**src/rtl/fifo_mst_rd_check.sv**
```systemverilog
`timescale 1ns/1ps
// -----------------------------------------------------------------------------
// fifo_mst_rd_check
//   FT60x 245-mode synchronous FIFO master read stage for the 16-bit stream
//   test. Drains host-to-FPGA bursts and checks every full word against an
//   incrementing 16-bit pattern. The first full word after reset or clr
//   seeds the pattern.
//
//   Optional feature: define FIFO_RD_FWD_EN to add a loopback forwarding
//   port (fwd_valid/fwd_data out, fwd_ready in). With the macro undefined
//   those ports do not exist.
//
// Parameters
//   MAX_BURST  maximum beats per burst before the bus is released (2..65535)
//   CNT_W      width of the word / error counters
//
// Ports
//   CLK            FT bus clock, the only clock
//   RESETN         asynchronous active-low reset
//   RXF_N          FT60x receive FIFO not empty, active low
//   DATA, BE       FT bus data and byte enables, sampled on accepted beats
//   clr            synchronous clear of statistics and pattern seed
//   OE_N, RD_N     bus output enable / read strobe to the FT60x, active low
//   rd_busy        high while the read FSM is outside IDLE
//   word_cnt       full-BE words accepted (wraps)
//   err_cnt        pattern mismatches (saturating)
//   be_err_cnt     beats with BE != 2'b11 (saturating)
//   first_err      sticky flag, set on the first mismatch
//   first_err_exp  expected word at the first mismatch
//   first_err_got  received word at the first mismatch
//   fwd_valid      (FIFO_RD_FWD_EN) one-cycle strobe after each full-BE beat
//   fwd_data       (FIFO_RD_FWD_EN) word accepted on that beat
//   fwd_ready      (FIFO_RD_FWD_EN) loopback sink ready; low ends the burst
// -----------------------------------------------------------------------------
module fifo_mst_rd_check #(
    parameter int MAX_BURST = 512,
    parameter int CNT_W     = 32
) (
    input  logic             CLK,
    input  logic             RESETN,
    input  logic             RXF_N,
    input  logic [15:0]      DATA,
    input  logic [1:0]       BE,
    input  logic             clr,
`ifdef FIFO_RD_FWD_EN
    input  logic             fwd_ready,
    output logic             fwd_valid,
    output logic [15:0]      fwd_data,
`endif
    output logic             OE_N,
    output logic             RD_N,
    output logic             rd_busy,
    output logic [CNT_W-1:0] word_cnt,
    output logic [CNT_W-1:0] err_cnt,
    output logic [CNT_W-1:0] be_err_cnt,
    output logic             first_err,
    output logic [15:0]      first_err_exp,
    output logic [15:0]      first_err_got
);

    localparam int               BURST_W = $clog2(MAX_BURST + 1);
    localparam logic [CNT_W-1:0] CNT_MAX = '1;

    typedef enum logic [1:0] {
        S_IDLE,
        S_OE,
        S_READ,
        S_DONE
    } state_t;

    state_t             state;
    state_t             next_state;
    logic [BURST_W-1:0] burst_cnt;
    logic               beat;
    logic               last_beat;
    logic               full_word;
    logic               fwd_stall;
    logic               oe_n_nxt;
    logic               rd_n_nxt;
    logic               seeded;
    logic [15:0]        exp_word;

`ifdef FIFO_RD_FWD_EN
    assign fwd_stall = !fwd_ready;
`else
    assign fwd_stall = 1'b0;
`endif

    // RD_N is low exactly while the registered state is READ, so a beat is
    // READ with data available and (when forwarding) the sink ready.
    assign beat      = (state == S_READ) && !RXF_N && !fwd_stall;
    assign last_beat = beat && (burst_cnt == BURST_W'(MAX_BURST - 1));
    assign full_word = (BE == 2'b11);

    // NOTE: every signal written here gets a default first, so no path can
    // leave it unassigned and infer a latch.
    always_comb begin
        next_state = state;
        case (state)
            S_IDLE:  if (!RXF_N) next_state = S_OE;
            S_OE:    next_state = S_READ;
            S_READ:  if (RXF_N || fwd_stall || last_beat) next_state = S_DONE;
            S_DONE:  next_state = S_IDLE;
            default: next_state = S_IDLE;
        endcase
        // Bus strobes are decoded from the next state and registered so they
        // change on the same edge as the state itself.
        oe_n_nxt = !((next_state == S_OE) || (next_state == S_READ));
        rd_n_nxt = (next_state != S_READ);
    end

    // NOTE: sequential state uses non-blocking assignments so every register
    // samples pre-edge values regardless of block ordering.
    always_ff @(posedge CLK or negedge RESETN) begin
        if (!RESETN) begin
            state     <= S_IDLE;
            OE_N      <= 1'b1;
            RD_N      <= 1'b1;
            rd_busy   <= 1'b0;
            burst_cnt <= '0;
        end else begin
            state   <= next_state;
            OE_N    <= oe_n_nxt;
            RD_N    <= rd_n_nxt;
            rd_busy <= (next_state != S_IDLE);
            if (next_state == S_OE) begin
                burst_cnt <= '0;
            end else if (beat) begin
                burst_cnt <= burst_cnt + BURST_W'(1);
            end
        end
    end

    // Pattern checker. clr wins over a same-edge beat, dropping that beat.
    always_ff @(posedge CLK or negedge RESETN) begin
        if (!RESETN) begin
            word_cnt      <= '0;
            err_cnt       <= '0;
            be_err_cnt    <= '0;
            first_err     <= 1'b0;
            first_err_exp <= '0;
            first_err_got <= '0;
            seeded        <= 1'b0;
            exp_word      <= '0;
        end else if (clr) begin
            word_cnt      <= '0;
            err_cnt       <= '0;
            be_err_cnt    <= '0;
            first_err     <= 1'b0;
            first_err_exp <= '0;
            first_err_got <= '0;
            seeded        <= 1'b0;
            exp_word      <= '0;
        end else if (beat) begin
            if (!full_word) begin
                if (be_err_cnt != CNT_MAX) be_err_cnt <= be_err_cnt + CNT_W'(1);
            end else begin
                word_cnt <= word_cnt + CNT_W'(1);
                seeded   <= 1'b1;
                // Seed, match (DATA == exp_word) and resync after a mismatch
                // all leave the next expected word at DATA + 1.
                exp_word <= DATA + 16'd1;
                if (seeded && (DATA != exp_word)) begin
                    if (err_cnt != CNT_MAX) err_cnt <= err_cnt + CNT_W'(1);
                    if (!first_err) begin
                        first_err     <= 1'b1;
                        first_err_exp <= exp_word;
                        first_err_got <= DATA;
                    end
                end
            end
        end
    end

`ifdef FIFO_RD_FWD_EN
    // Loopback source: forwarding is independent of clr.
    always_ff @(posedge CLK or negedge RESETN) begin
        if (!RESETN) begin
            fwd_valid <= 1'b0;
            fwd_data  <= '0;
        end else begin
            fwd_valid <= beat && full_word;
            if (beat && full_word) fwd_data <= DATA;
        end
    end
`endif

endmodule

```
**config.mk**
```make
export PLATFORM = sky130hd
export DESIGN_NAME = fifo_mst_rd_check
export DESIGN_NICKNAME = d
export VERILOG_FILES = /design/src/rtl/fifo_mst_rd_check.sv
export SDC_FILE = /design/constraint.sdc
export NUM_CORES = 1
export LEC_CHECK = 0
export ABC_AREA = 1
export CAP_MARGIN = 20
export CORE_MARGIN = 1
export CORE_UTILIZATION = 40
export CTS_BUF_LIST = sky130_fd_sc_hd__clkbuf_16
export DETAILED_ROUTE_END_ITERATION = 7
export SLEW_MARGIN = 20
export SYNTH_ARGS = -nofsm -noshare
export SYNTH_HDL_FRONTEND = slang
export SYNTH_SLANG_ARGS = --single-unit
```
**constraint.sdc**
```tcl
create_clock -name CLK -period 2.3 [get_ports CLK]
set_input_delay 0.69 -clock CLK [delete_from_list [all_inputs] [get_ports CLK]]
set_output_delay 0.69 -clock CLK [all_outputs]
set_load 0.1 [all_outputs]
```
After elaboration in Yosys (flattened, before gate mapping)
Cells that the tools add are included.
{"block": "op_classes", "n_mux": 37, "n_reduce_logical": 20, "add_sub_neg": 5, "eq_ne": 13}
{"operator": "$mux 32", "n": 12}
{"operator": "$mux 16", "n": 13}
{"operator": "$add 32x1->32 const B", "n": 3}
{"operator": "$ne 32x32->1 const B", "n": 2}
{"operator": "$mux 10", "n": 2}
{"operator": "$add 16x1->16 const B", "n": 1}
{"operator": "$ne 16x16->1", "n": 1}
{"operator": "$reduce_bool 2->1", "n": 7}
{"operator": "$add 10x1->10 const B", "n": 1}
{"operator": "$eq 10x9->1 const B", "n": 1}
{"operator": "$eq 2x2->1 const B", "n": 4}
{"operator": "$pmux 2 s4", "n": 1}
{"operator": "$reduce_and 4->1", "n": 2}
{"operator": "$mux 1", "n": 7}
{"operator": "$ne 2x2->1 const B", "n": 3}
{"operator": "$reduce_and 3->1", "n": 2}
{"operator": "$eq 2x1->1 const B", "n": 2}
{"operator": "$mux 2", "n": 2}
{"operator": "$logic_and 1x1->1", "n": 3}
{"operator": "$logic_not 1->1", "n": 2}
{"operator": "$logic_not 2->1", "n": 1}
{"operator": "$logic_or 1x1->1", "n": 2}
{"operator": "$reduce_and 2->1", "n": 1}
{"block": "word_totals", "input_bits": 22, "output_inout_bits": 132, "regBits": 161, "wordCells": 88}

Longest topological paths before layout
Gate-level depths: netlist of run 1.
{"block": "logic_depth", "word_depth": 9, "depth_mapped": 14, "ltp_nobuf": 14}

Least setup slack after synthesis of run 1
Ideal clock, no wire load.
{"block": "synth_path", "path_type": "register to register", "from": "register be_err_cnt[0]", "to": "register be_err_cnt[29]", "n_path_buf": 1, "setup_slack_ns": -0.284, "t_arrival_ns": 2.454, "stages_incl_launch_ff": 12, "setup_time_ns": 0.129, "period_less_slack_ns": 2.584, "t_required_ns": 2.171, "path_cell_list": "dfrtp_1 -> ha_1 -> nand3_2 -> inv_2 -> nand2_2 -> inv_2 -> nand2_1 -> nor2_2 -> nand2_2 -> a21oi_4 -> buf_4 -> o21ai_0"}
{"block": "synth_via", "elab_chain_len": 5, "word_cells_on_any_way": 8, "cone_classes": "add/sub: 1; eq/ne: 1; mux: 4; reduce/logical: 2"}
{"element": "from (decl)", "line_no": "55", "rtl": "output logic [CNT_W-1:0] be_err_cnt,"}
{"element": "from (signal assigned)", "line_no": "156", "rtl": "if (be_err_cnt != CNT_MAX) be_err_cnt <= be_err_cnt + CNT_W'(1);"}
{"element": "$add 32x1->32", "line_no": "156"}
{"element": "$mux 32", "line_no": "156"}
{"element": "$mux 32", "line_no": "155", "rtl": "if (!full_word) begin"}
{"element": "$mux 32", "line_no": "154", "rtl": "end else if (beat) begin"}
{"element": "$mux 32", "line_no": "145", "rtl": "end else if (clr) begin"}
Several ways; a longest one is shown, not always the timed one. The select of a mux whose other input is x is not followed.
A chain may end at the register's enable or synchronous reset.

Worst setup path after layout of run 1
{"block": "layout_path", "from": "input port DATA[1]", "to": "register exp_word[12]"}
{"block": "layout_via", "elab_chain_len": 4}
{"element": "from (decl)", "line_no": "42", "rtl": "input logic [15:0] DATA,"}
{"element": "$add 16x1->16", "line_no": "162", "rtl": "exp_word <= DATA + 16'd1;"}
{"element": "$mux 16", "line_no": "155"}
{"element": "$mux 16", "line_no": "154"}
{"element": "$mux 16", "line_no": "145"}
{"element": "to (signal assigned)", "line_no": "162"}
{"element": "to (decl)", "line_no": "81", "rtl": "logic [15:0] exp_word;"}
No other way between the ends. The select of a mux whose other input is x is not followed.

==> results.sh, run 1 <==
export IMPL_status="finished clean"
export IMPL_reg2reg_depth=13
export IMPL_wire_per_inst_um=14.1
export IMPL_wl_met1_mm=13.4
export IMPL_num_vias=9944
export IMPL_cts_reportedPaths_clkPinSlew_ps=70
export IMPL_hold_class="in -> async"
export IMPL_grt_pass1_vias=9283
export IMPL_critPathLaunchType="input port"
export IMPL_peakVddDrop_mv=0.322
export IMPL_io_pins=154
export IMPL_finalCritPeriodShare_pct=89.4
export IMPL_r2r_start="be_err_cnt[0]"
export IMPL_cts_resized=0
export IMPL_wl_met2_mm=13.4
export IMPL_die_area_mm2=0.0251
export IMPL_min_period_ps=2060
export IMPL_cts_tree="done"
export IMPL_max_freq_mhz=487
export IMPL_holdWs_ps=194
export IMPL_area_growth_pct=36.0
export IMPL_grt_overflow_total=0
export IMPL_regToRegEndpoint="be_err_cnt[12]"
export IMPL_antenna_left=0
export IMPL_coreArea_mm2=0.0237
export IMPL_ys_flop_type="dfrtp_1"
export IMPL_yosys_top_cells_area="dfrtp_1, nand2_1, nor2_1"
export IMPL_seq_area_frac_synth_pct=41.2
export IMPL_ys_async_sr_fraction_pct=100
export IMPL_slew_viol_final=0
export IMPL_netlist_instances=1475
export IMPL_routabilityCongestion=0.946
export IMPL_diodes=0
export IMPL_wl_met3_mm=1.26
export IMPL_cp_max_fo=4
export IMPL_cts_hold_repair_buffers=0
export IMPL_syn_area_per_cell_um2=6.63
export IMPL_crit_start="DATA[1]"
export IMPL_initial_core_util_pct=41.3
export IMPL_grt_pass1_wl_mm=46.5
export IMPL_track_usage_pct=23.7
export IMPL_drv_cap=0
export IMPL_post_cts_buffers=0
export IMPL_synth_fp_nets=1507
export IMPL_dr_first_iter_drc_count=530
export IMPL_die_width_um=158
export IMPL_fill_cells=2321
export IMPL_syn_area_mm2=0.00977
export IMPL_max_slew_margin_pct=60.3
export IMPL_hold_viol=0
export IMPL_finalSetupTns_ps=0
export IMPL_drc=0
export IMPL_cp_data_required_time_ps=2660
export IMPL_cts_buffers_inserted=17
export IMPL_drt_pass1_iter_count=5
export IMPL_finalSetupViolations=0
export IMPL_p_per_area_mw_per_mm2=567
export IMPL_worst_slew_pin_slew_ps=592
export IMPL_drive_gt1_share_pct=16.7
export IMPL_cts_sinks=161
export IMPL_io_buffer_count=153
export IMPL_highest_layer="met4"
export IMPL_viasPerCell=4.92
export IMPL_crit_end="exp_word[12]"
export IMPL_nNetsFinal=1723
export IMPL_yosys_register_bits=161
export IMPL_cts_buffer_depth=2
export IMPL_grt_max_degree=47
export IMPL_row_count=56
export IMPL_p_leak_uw=0.00624
export IMPL_end_kind="flip-flop"
export IMPL_arrival_ps=2420
export IMPL_synth_top_cell_area_share_pct=40.7
export IMPL_finClkSkew_ps=14.6
export IMPL_cts_max_level=4
export IMPL_clock_latency_ps=440
export IMPL_die_h_um=158
export IMPL_rsz0062_at_grt="false"
export IMPL_reg2reg_slack_ps=290
export IMPL_yosys_warnings=0
export IMPL_synth_cell_types=39
export IMPL_synth_edf_count=0
export IMPL_synth_top_cell_by_area="dfrtp_1"
export IMPL_crit_type="in -> reg"
export IMPL_hpwl_mm=21.4
export IMPL_antenna_found_initial=0
export IMPL_routed_wirelength_mm=28.5
export IMPL_ctsRootBufferMaster="clkbuf_16"
## layout make-up
cell class	instances	area, µm²	share of cell area, %
Clock inverter	15	195	1.47
Multi-Input combinational cell	1113	4930	37.1
Tap cell	319	399	3.00
Timing Repair Buffer	236	2700	20.3
Sequential cell	161	4040	30.4
Clock buffer	17	425	3.20
Inverter	162	608	4.57
## worst min path at each step
stage                   endpoint  slack (ps)  cells after the start
2_1_floorplan      be_err_cnt[0]         390                      0
3_3_place_gp   first_err_got[15]         460                      2
3_5_place_dp    first_err_exp[8]         460                      2
4_1_cts           be_err_cnt[15]         210                      1
5_1_grt           be_err_cnt[15]         220                      1
6_report          be_err_cnt[15]         190                      1
## power breakdown
| part | internal, µW | switching [µW] |
|---|---|---|
| sequential | 2960 | 86.4 |
| combinational | 488 | 926 |
| clock | 1750 | 1330 |
| total | 5190 | 2340 |
## flip-flops by register name, indices dropped and copies added, names as in the netlist
register       flops
OE_N               1
RD_N               1
be_err_cnt        32
burst_cnt         10
err_cnt           32
exp_word          16
first_err          1
first_err_exp     16
first_err_got     16
rd_busy            1
seeded             1
state              2
word_cnt          32
## cells in the mapped netlist, types with 3 or more instances
library cell,n
nor3_2,3
buf_6,3
xnor2_1,7
ha_1,10
xor2_1,13
nand2_1,517
nand4_1,20
clkbuf_1,18
o21ai_0,75
nand3_1,131
inv_1,158
dfrtp_1,159
buf_4,8
or2_2,7
o21a_1,5
a21oi_1,28
nor2_1,230
nor3_1,33
nand2_2,5
o22ai_1,6
nor2_2,6
buf_2,8
## placed cells by master (no fill, tap or decap), types with 2 or more instances in the layout
master and instances:
nand3_2 2, o21bai_1 2, dfrtp_2 6, nor3_2 3
nor2_2 7, o22ai_1 6, nand2_1 517, clkinvlp_4 2
inv_6 5, dfrtp_1 153, bufinv_16 3, inv_2 3
nor2_1 229, dfstp_2 2, o21a_1 5, clkinv_1 3
xnor2_1 7, or2_2 7, nor3_1 33, a31oi_1 2
xor2_1 13, nand2_2 5, buf_12 70, buf_4 145
inv_8 3, nand4_1 20, nor3b_1 2, a21oi_1 28
o21ai_0 75, nand3_1 131, clkdlybuf4s50_1 18, clkbuf_16 17
ha_1 10, inv_1 157
## cells by family (layout without fill, tap and decap cells)
| kind of cell | after synthesis | in the layout | share of synthesized area, % |
|---|---|---|---|
| XOR/XNOR | 20 | 20 | 1.79 |
| AO/OA/AOI/OAI | 123 | 123 | 6.80 |
| buffers and inverters | 201 | 430 | 8.36 |
| adder cells (fa/ha/maj) | 10 | 10 | 1.28 |
| flip-flops | 161 | 161 | 41.2 |
| AND/OR/NAND/NOR | 960 | 960 | 40.5 |
## per-stage QoR
| step | total power [µW] | util (%) | setup slack (ps) | area, µm² | instances |
|---|---|---|---|---|---|
| 5_1_grt | 7840 | 56.1 | 38.4 | 13300 | 2023 |
| 6_report | 7540 | 56.1 | 245 | 13300 | 2023 |
| 4_1_cts | 7610 | 56.1 | 169 | 13300 | 2023 |
| 2_1_floorplan | 3920 | - | 2.02 | 9780 | 1475 |
| 3_5_place_dp | 4520 | 53.5 | -302 | 12700 | 1991 |
| 3_3_place_gp | 4510 | 53.5 | -205 | 12700 | 1991 |
## critical path: stages
cell and delay [ps]:
clkdlybuf4s50_1 530, ha_1 180, nand3_1 100, nor2_1 190, nand3_1 180, nor2_2 180, inv_1 70, o21ai_0 140
nand3_1 80, o21ai_0 70
## routing by layer
layer  vias up  global-route usage (%)
met1      4571                    32.2
li1       5093                       -
met5         -                       0
met2       242                    38.9
met3        38                    3.48
met4         0                    7.28
Note: power is estimated with default switching activity, not from simulation.
==> run 2, diff against run 1 <==
Settings changed: CAP_MARGIN 20 to 15, HOLD_SLACK_MARGIN set to 0.02.
==> results of run 2 <==
No change in the layout: final DEF, timing and power equal those of run 1.
==> run 3, diff against run 2 <==
Settings changed: CORE_UTILIZATION 40 to 28, CTS_CLUSTER_SIZE set to 12.
==> results.sh, run 3 (synthesized netlist as in run 1, its figures left out) <==
export IMPL_status="finished clean"
export IMPL_clock_latency_ps=450
export IMPL_hold_viol=0
export IMPL_area_growth_pct=38.7
export IMPL_reg2reg_slack_ps=200
export IMPL_critical_path_max_stage_delay_ps=410
export IMPL_p_leak_uw=0.00624
export IMPL_p_per_area_mw_per_mm2=526
export IMPL_cts_max_level=4
export IMPL_drv_cap=0
export IMPL_diodes=0
export IMPL_final_common_cell="nand2_1"
export IMPL_dp_slack_ps=-274
export IMPL_grt_pass1_wl_mm=49.8
export IMPL_cp_data_required_time_ps=2680
export IMPL_nNetsFinal=1731
export IMPL_cp_num_buf_inv=1
export IMPL_hpwl_mm=22.9
export IMPL_drive_gt1_share_pct=17.2
export IMPL_top_usage_layer="met2"
export IMPL_drc=0
export IMPL_ctsRootBufferMaster="clkbuf_16"
export IMPL_path_depth=10
export IMPL_grt_overflow_total=0
export IMPL_drt_pass1_iter_count=5
export IMPL_cp_top_family="simple AND/OR/NAND/NOR gates"
export IMPL_antenna_found_initial=0
export IMPL_row_count=68
export IMPL_grt_util_met1_pct=23.1
export IMPL_die_area_mm2=0.0357
export IMPL_finalSetupTns_ps=0
export IMPL_rsz0062_at_grt="false"
export IMPL_cts_buffers_inserted=17
export IMPL_critPathLaunchType="flip-flop"
export IMPL_die_width_um=189
export IMPL_worst_slew_pin_slew_ps=586
export IMPL_arrival_ps=2480
export IMPL_reg2reg_depth=10
export IMPL_cp_max_fo=16
export IMPL_finalCritPeriodShare_pct=91.1
export IMPL_cts_buffer_depth=2
export IMPL_track_usage_pct=17.5
export IMPL_finClkSkew_ps=12.2
export IMPL_cts_tree="done"
export IMPL_routed_wirelength_mm=30.5
export IMPL_dr_first_iter_drc_count=826
export IMPL_die_h_um=189
export IMPL_cts_hold_repair_buffers=0
export IMPL_finalSetupViolations=0
export IMPL_grt_max_degree=54
export IMPL_reg_top3="be_err_cnt: 32 flops, err_cnt: 32 flops, word_cnt: 32 flops"
export IMPL_end_kind="flip-flop"
export IMPL_crit_path_cell_trace="ha_1, nand2_1, nor2_2, nand3_2, nor2_2, nand4_2, nand2_4, clkbuf_16, nand2_1, nand2_1"
export IMPL_io_buffer_count=153
export IMPL_postLayoutCoreUtil_pct=39.3
export IMPL_wire_per_inst_um=14.1
export IMPL_viasPerCell=4.63
export IMPL_antenna_left=0
export IMPL_cts_reportedPaths_clkPinSlew_ps=70
export IMPL_grt_pass1_vias=9783
export IMPL_met3_usage_pct=2.78
export IMPL_cts_sinks=161
export IMPL_routabilityCongestion=0.905
export IMPL_cp_common_cell="nand2_1"
export IMPL_crit_slowest_cell="dfrtp_2"
export IMPL_peakVddDrop_mv=0.601
export IMPL_use_met2_pct=28.6
export IMPL_setup_slack_ps=205
export IMPL_max_slew_margin_pct=60.7
export IMPL_max_freq_mhz=477
export IMPL_crit_type="reg -> reg"
export IMPL_layout_common_cells="nand2_1, nor2_1, inv_1, dfrtp_1, buf_4"
export IMPL_io_pins=154
export IMPL_slew_viol_final=0
export IMPL_num_vias=10000
export IMPL_hold_class="in -> async"
export IMPL_coreArea_mm2=0.0345
export IMPL_initial_core_util_pct=28.4
export IMPL_min_period_ps=2100
## run 3: area by class of cell
class	count	area (µm²)
tap	455	569
sequential	161	4040
clock inverter	15	111
multi-input combinational	1113	4940
fill	3553	20900
timing repair buffer	244	2860
clock buffer	17	425
inverter	162	608
## run 3: worst register-to-register path: cells and delay by family, from the launching register on
| kind | cells | cell delay (ps) |
|---|---|---|
| simple gates | 8 | 1230 |
| buf+inv | 1 | 200 |
| flops | 1 | 410 |
| fa+ha+maj | 1 | 180 |
## run 3: power breakdown
group	internal (µW)	leakage, µW	total, µW	switching [µW]
logic	483	0.00379	1410	932
clock network	1380	0.000236	2680	1290
registers	2960	0.00221	3040	81.5
total	4820	0.00624	7130	2310
## run 3: final timing paths
kind	start	to
min in group CLK	first_err_exp[1]	first_err_exp[1]
worst min register to register	first_err_exp[1]	first_err_exp[1]
worst min-delay path	RESETN	err_cnt[30]
max in group asynchronous	RESETN	first_err_exp[1]
worst max-delay path	err_cnt[1]	err_cnt[5]
worst max register to register	err_cnt[1]	err_cnt[5]
## run 3: per-layer routing
layer  share of wire, %  routed length (µm)
met5                  0                   0
met4                2.3                 716
met3                3.9                1190
met2                 47               14300
met1                 47               14200
## run 3: stage by stage
step	cells	area [µm²]	total power, µW	hold slack [ps]
after floorplan	1475	9780	3920	394
after global placement	2134	13000	4500	460
after detailed placement	2134	13000	4520	460
after CTS	2166	13500	7230	97.8
after global routing	2167	13600	7480	108
final	2167	13600	7130	108
## run 3: what timing repair did
item,in CTS,in global routing
buffers inserted,0,0
gates resized for setup,0,5
endpoints found under the setup margin,0,44
==> variant 1, RTL diff (flow settings as in run 3) <==
`CNT_W`: 32 -> 16.
--- a/src/rtl/fifo_mst_rd_check.sv
+++ b/src/rtl/fifo_mst_rd_check.sv
@@ -34,7 +34,7 @@
 // -----------------------------------------------------------------------------
 module fifo_mst_rd_check #(
     parameter int MAX_BURST = 512,
-    parameter int CNT_W     = 32
+    parameter int CNT_W     = 16
 ) (
     input  logic             CLK,
     input  logic             RESETN,
Interface: changed (resized be_err_cnt, err_cnt and word_cnt); port bits go from 154 to 106. No check against the original RTL was run, so the function may have changed too.
==> variant 1 against run 3 <==
Synthesized cell count fell by 45%; cell area fell by 35%; sequential cell count down 48; setup slack worse by 0.012 ns; wire length is 43% lower; worst hold slack improved by 0.13 ns; area after synthesis shrank 37%; first-iteration DRC count down 65%; non-clock buffer count shrank 63; global-route usage fell by 1.2 points; power down 12%.
==> variant 1: results (changes against run 3) <==
| Metric | Value |
|---|---|
| Final #Nets | `1,022 (-41%)` |
| Reg2reg path depth | `9 (-1)` |
| Clock group | `2.62 mW (-2%)` |
| Gate count of the mapped netlist | `813 (-45%)` |
| Final setup skew | `0.01440 ns (+0.002159 ns)` |
| Drt first-iter violations | `286 (-65%)` |
| Inverters excl. clock | `83 (-49%)` |
| Reg2Reg Setup Slack | `0.38 ns (+0.18 ns)` |
| Met3 WL | `960 µm (-19%)` |
| Non-Filler Instances | `1,283 (-41%)` |
| Nonclk buf count | `181 (-26%)` |
| Post-Synth Adder-Cell Area | `2.022% (+0.74 points)` |
| Met3 Track Usage GR | `3.758% (+0.98 points)` |
| Comb pwr | `1.47 mW (+4%)` |
| Worst-path fanout max | `4 (-12)` |
| Vias per cell | `4.574 (-1.3%)` |
| Worst path max stage delay | `0.57 ns (+0.16 ns)` |
| Synth top cells by count | `nand2_1, dfrtp_1, nor2_1` |
| Buffers on Ports | `105 (-31%)` |
| P_leak | `4.284 nW (-31%)` |
| Register fraction of the total cell area | `32.43% (+2.6 points)` |
| Clk_lat worst skew | `0.42 ns (-0.03 ns)` |
| Number of global-route vias before repair | `5,788 (-41%)` |
| CP max-delay cell | `clkdlybuf4s50_1` |
| Post-synthesis compound-gate area fraction | `8.129% (+1.3 points)` |
| Drt pass-1 iters | `4 (-1)` |
| Clock-cell share | `6.691% (+2.7 points)` |
| Met2 Wirelength | `8243 µm (-43%)` |
| Fraction of area in multi-input gates | `33.19% (-3.3 points)` |
| Xor and xnor area share after synthesis | `3.256% (+1.5 points)` |
| Post-Route WL | `17,470 µm (-43%)` |
| Post-placement cell area | `8158 µm² (-37%)` |
| Arr. time, crit path | `2.39 ns (-0.09 ns)` |
| Post-synthesis cell type count | `45 (+15%)` |
| Fin crit share | `91.62% (+0.51 points)` |
| Maximum VDD drop | `0.0004000 V (-33%)` |
| Run status | `complete, no violations` |
| CP top delay family | `buffers and inverters` |
| Crit. Startpoint | `DATA[1]` |
| Share of cells above drive strength 1 | `25.02% (+7.9 points)` |
| Multi-In Gates | `594 (-47%)` |
variant 1: cell types whose count changed in the layout (fill, tap and decap cells not counted), sizes merged, moves of 46 or more:
cell,change
nor2,-125
nand3,-46
buf,-63
nand2,-275
inv,-80
dfrtp,-48
variant 1: worst max path at each step:
stage | endpoint | slack (ns) | cells after the start
floorplan | err_cnt[7] | 0.002 | 9
CTS | exp_word[12] | 0.13 | 10
global route | first_err_exp[10] | 0.02 | 14
finish | exp_word[8] | 0.19 | 9
global placement | exp_word[12] | -0.32 | 10
detailed placement | exp_word[12] | -0.31 | 10
variant 1: through the flow:
| step | power (mW) | hold slack [ns] | worst slack, ns |
|---|---|---|---|
| 2_1_floorplan | 3.179 | 0.3944 | 0.002365 |
| 3_3_place_gp | 3.705 | 0.4581 | -0.3198 |
| 3_5_place_dp | 3.712 | 0.4613 | -0.3078 |
| 4_1_cts | 6.368 | 0.2410 | 0.1319 |
| 5_1_grt | 6.607 | 0.2598 | 0.01751 |
| 6_report | 6.284 | 0.2380 | 0.1928 |
==> variant 2, RTL diff (config.mk and constraints of run 3) <==
Without the edit above. The 4 states of `state_t` get a one-hot encoding in 4 bits.
--- a/src/rtl/fifo_mst_rd_check.sv
+++ b/src/rtl/fifo_mst_rd_check.sv
@@ -61,11 +61,11 @@
     localparam int               BURST_W = $clog2(MAX_BURST + 1);
     localparam logic [CNT_W-1:0] CNT_MAX = '1;
 
-    typedef enum logic [1:0] {
-        S_IDLE,
-        S_OE,
-        S_READ,
-        S_DONE
+    typedef enum logic [3:0] {
+        S_IDLE = 4'b0001,
+        S_OE   = 4'b0010,
+        S_READ = 4'b0100,
+        S_DONE = 4'b1000
     } state_t;
 
     state_t             state;
Behaviour: same outputs for any inputs over 4 cycles, from zero or initial values and one cycle with RESETN low; so few cycles prove little.
==> variant 2 against run 3 <==
Core utilization up 0.19 points; area after synthesis is 2.6% higher; sequential cell count grew 2; sequential share of layout area down 0.13 points; final cell count rose by 0.46%; sequential power about the same; cell area increased by 1.7%; largest power group unchanged; first-iteration DRC count is 2.7% lower; setup slack worse by 0.058 ns; synthesized cell count grew 1.4%; power down 0.59%; via count grew 3.1%; highest routed layer unchanged; critical endpoint is now first_err_got[0]; register-to-register slack gained 0.05 ns; wire length is 6.4% higher.
==> variant 2: results (changes against run 3) <==
| Metric | Value |
|---|---|
| Root buf cell | `clkbuf_16` |
| Non-Filler Instances | `2,177 (+0.46%)` |
| CTS Buf Count | `17 (unchanged)` |
| HPWL after DPL | `24,260 µm (+5.9%)` |
| Run status | `complete, no violations` |
| Arr. time, crit path | `2.52 ns (+0.04 ns)` |
| Sequential area share after synthesis | `40.73% (-0.52 points)` |
| Drt pass-1 iters | `7 (+2)` |
| Reg-to-reg startpoint | `be_err_cnt[1]` |
| Synth top cells by count | `nand2_1, nor2_1, nand3_1` |
| Final setup skew | `0.01743 ns (+0.005190 ns)` |
| P_leak | `6.376 nW (+2.1%)` |
| Predominant post-synthesis flop cell | `dfrtp_1` |
| Mapped Nets | `1,522 (+1.0%)` |
| WL/cell | `14.90 µm (+5.9%)` |
| Clk_lat worst skew | `~0.44 ns` |
| Post-placement cell area | `13,180 µm² (+1.6%)` |
| Layout fillers | `3,584 (+0.87%)` |
| CP top delay family | `simple AND/OR/NAND/NOR gates` |
| Buffers on Ports | `153 (unchanged)` |
| Top area cells in the synthesized netlist | `dfrtp_1, nand2_1, nor2_1` |
| Worst path max stage delay | `0.53 ns (+0.12 ns)` |
| R2R Path End | `be_err_cnt[7]` |
| Total GRT Usage | `18.02% (+0.54 points)` |
| CP max-delay cell | `clkdlybuf4s50_1` |
| First-pass GRT wire length | `52,170 µm (+4.8%)` |
| Worst-path fanout max | `16 (unchanged)` |
| Slew HR | `55.02% (-5.7 points)` |
| Post_cts resized | `0 (unchanged)` |
| Share of cells above drive strength 1 | `16.61% (-0.56 points)` |
| Layout Utilization | `39.53% (+0.19 points)` |
| RePlAce Congestion | `0.9140 (+1.0%)` |
| Reg2Reg Setup Slack | `0.25 ns (+0.05 ns)` |
| YS warnings | `0 (unchanged)` |
| Top Registers | `be_err_cnt x32, err_cnt x32, word_cnt x32` |
| Drt first-iter violations | `804 (-2.7%)` |
| Setup bufs post-CTS | `0 (unchanged)` |
| Antenna Cells | `0 (unchanged)` |
| Final #Nets | `1,736 (+0.29%)` |
| Number of global-route vias before repair | `9,733 (-0.51%)` |
| Clk buf depth | `2 (unchanged)` |
| Reg2reg path depth | `12 (+2)` |
| Vias | `10,360 (+3.1%)` |
| Initial antenna violation count | `0 (unchanged)` |
| H-tree depth | `4 (unchanged)` |
| Maximum VDD drop | `0.0006372 V (+6.0%)` |
| Hold crit path type | `in2async` |
| Post-synthesis cell type count | `43 (+10%)` |
| Syn_area_per_cell | `6.705 µm² (+1.2%)` |
| Pin count of the biggest net entering global routing | `87 (+61%)` |
| Ys async rst share | `100.0% (unchanged)` |
| Cells after DPL | `2,144 (+0.47%)` |
| Post-place setup slack | `-0.2890 ns (-0.01553 ns)` |
variant 2: changes by cell type in the layout (fill, tap and decap cells not counted), moves of 6 or more:
| cell | before | now |
|---|---|---|
| nand4_1 | 20 | 29 |
| o21ai_1 | 1 | 17 |
| a21oi_1 | 28 | 11 |
| nor3_1 | 33 | 39 |
| o21ai_0 | 75 | 44 |
| inv_1 | 157 | 148 |
| nor2_2 | 8 | 2 |
| nand2_1 | 516 | 504 |
| xor2_1 | 13 | 24 |
| clkinvlp_4 | 8 | 2 |
| nand3_1 | 131 | 167 |
variant 2: cell families after synthesis:
kind of cell	synth area share [%]
flops	40.73
buf+inv	8.450
simple gates	41.74
compound gates	5.317
xor+xnor	3.145
fa+ha+maj	0.6241
variant 2: area by class of cell:
type                    count  area share (%)
clock buffers              17           3.085
clock inverters            15           1.107
inverters                 152           4.138
multi-input cells        1134           36.97
flip-flops and latches    163           29.66
well taps                 455           4.128
repair buffers            241           20.91
variant 2: layer usage:
metal | track usage [%] | part of all wire [%] | vias up
met5 | 0 | 0 | -
met2 | 28.44 | 46 | 300
met1 | 25.25 | 47 | 4862
met4 | 3.907 | 0.89 | 0
li1 | - | - | 5169
met3 | 3.635 | 6.1 | 28
variant 2: through the flow:
step                TNS, ns  hold WS, ns
global placement     -21.73       0.4580
finish                    0       0.1831
CTS                       0       0.1751
global route              0       0.1966
detailed placement   -23.21       0.4614
floorplan                 0       0.3944
variant 2: worst register-to-register path: stages (launching register included):
cell and delay [ns]:
dfrtp_2 0.40, ha_1 0.30, nand3_1 0.18, inv_2 0.14
nand2_2 0.08, inv_2 0.06, nand2_2 0.08, nor2_4 0.12
nand2_2 0.10, a21oi_4 0.17, buf_4 0.20, nand2_1 0.07
o21ai_1 0.09
variant 2: worst max path at each step:
stage,start,slack (ns),endpoint,cells past startpoint
6_report,DATA[13],0.15,first_err_got[0],14
5_1_grt,DATA[12],0.0002,first_err_got[6],14
4_1_cts,RXF_N,0.17,first_err_got[6],12
3_5_place_dp,RXF_N,-0.29,first_err_exp[9],12
3_3_place_gp,RXF_N,-0.27,first_err_got[0],12
2_1_floorplan,be_err_cnt[3],0.007,be_err_cnt[28],10
variant 2: power by group:
part	internal (mW)	switching (mW)	leakage [nW]	total [mW]
Combinational	0.361	0.831	3.86	1.19
Clock	1.52	1.34	0.276	2.86
Sequential	2.97	0.0712	2.24	3.04
Total	4.85	2.24	6.38	7.09
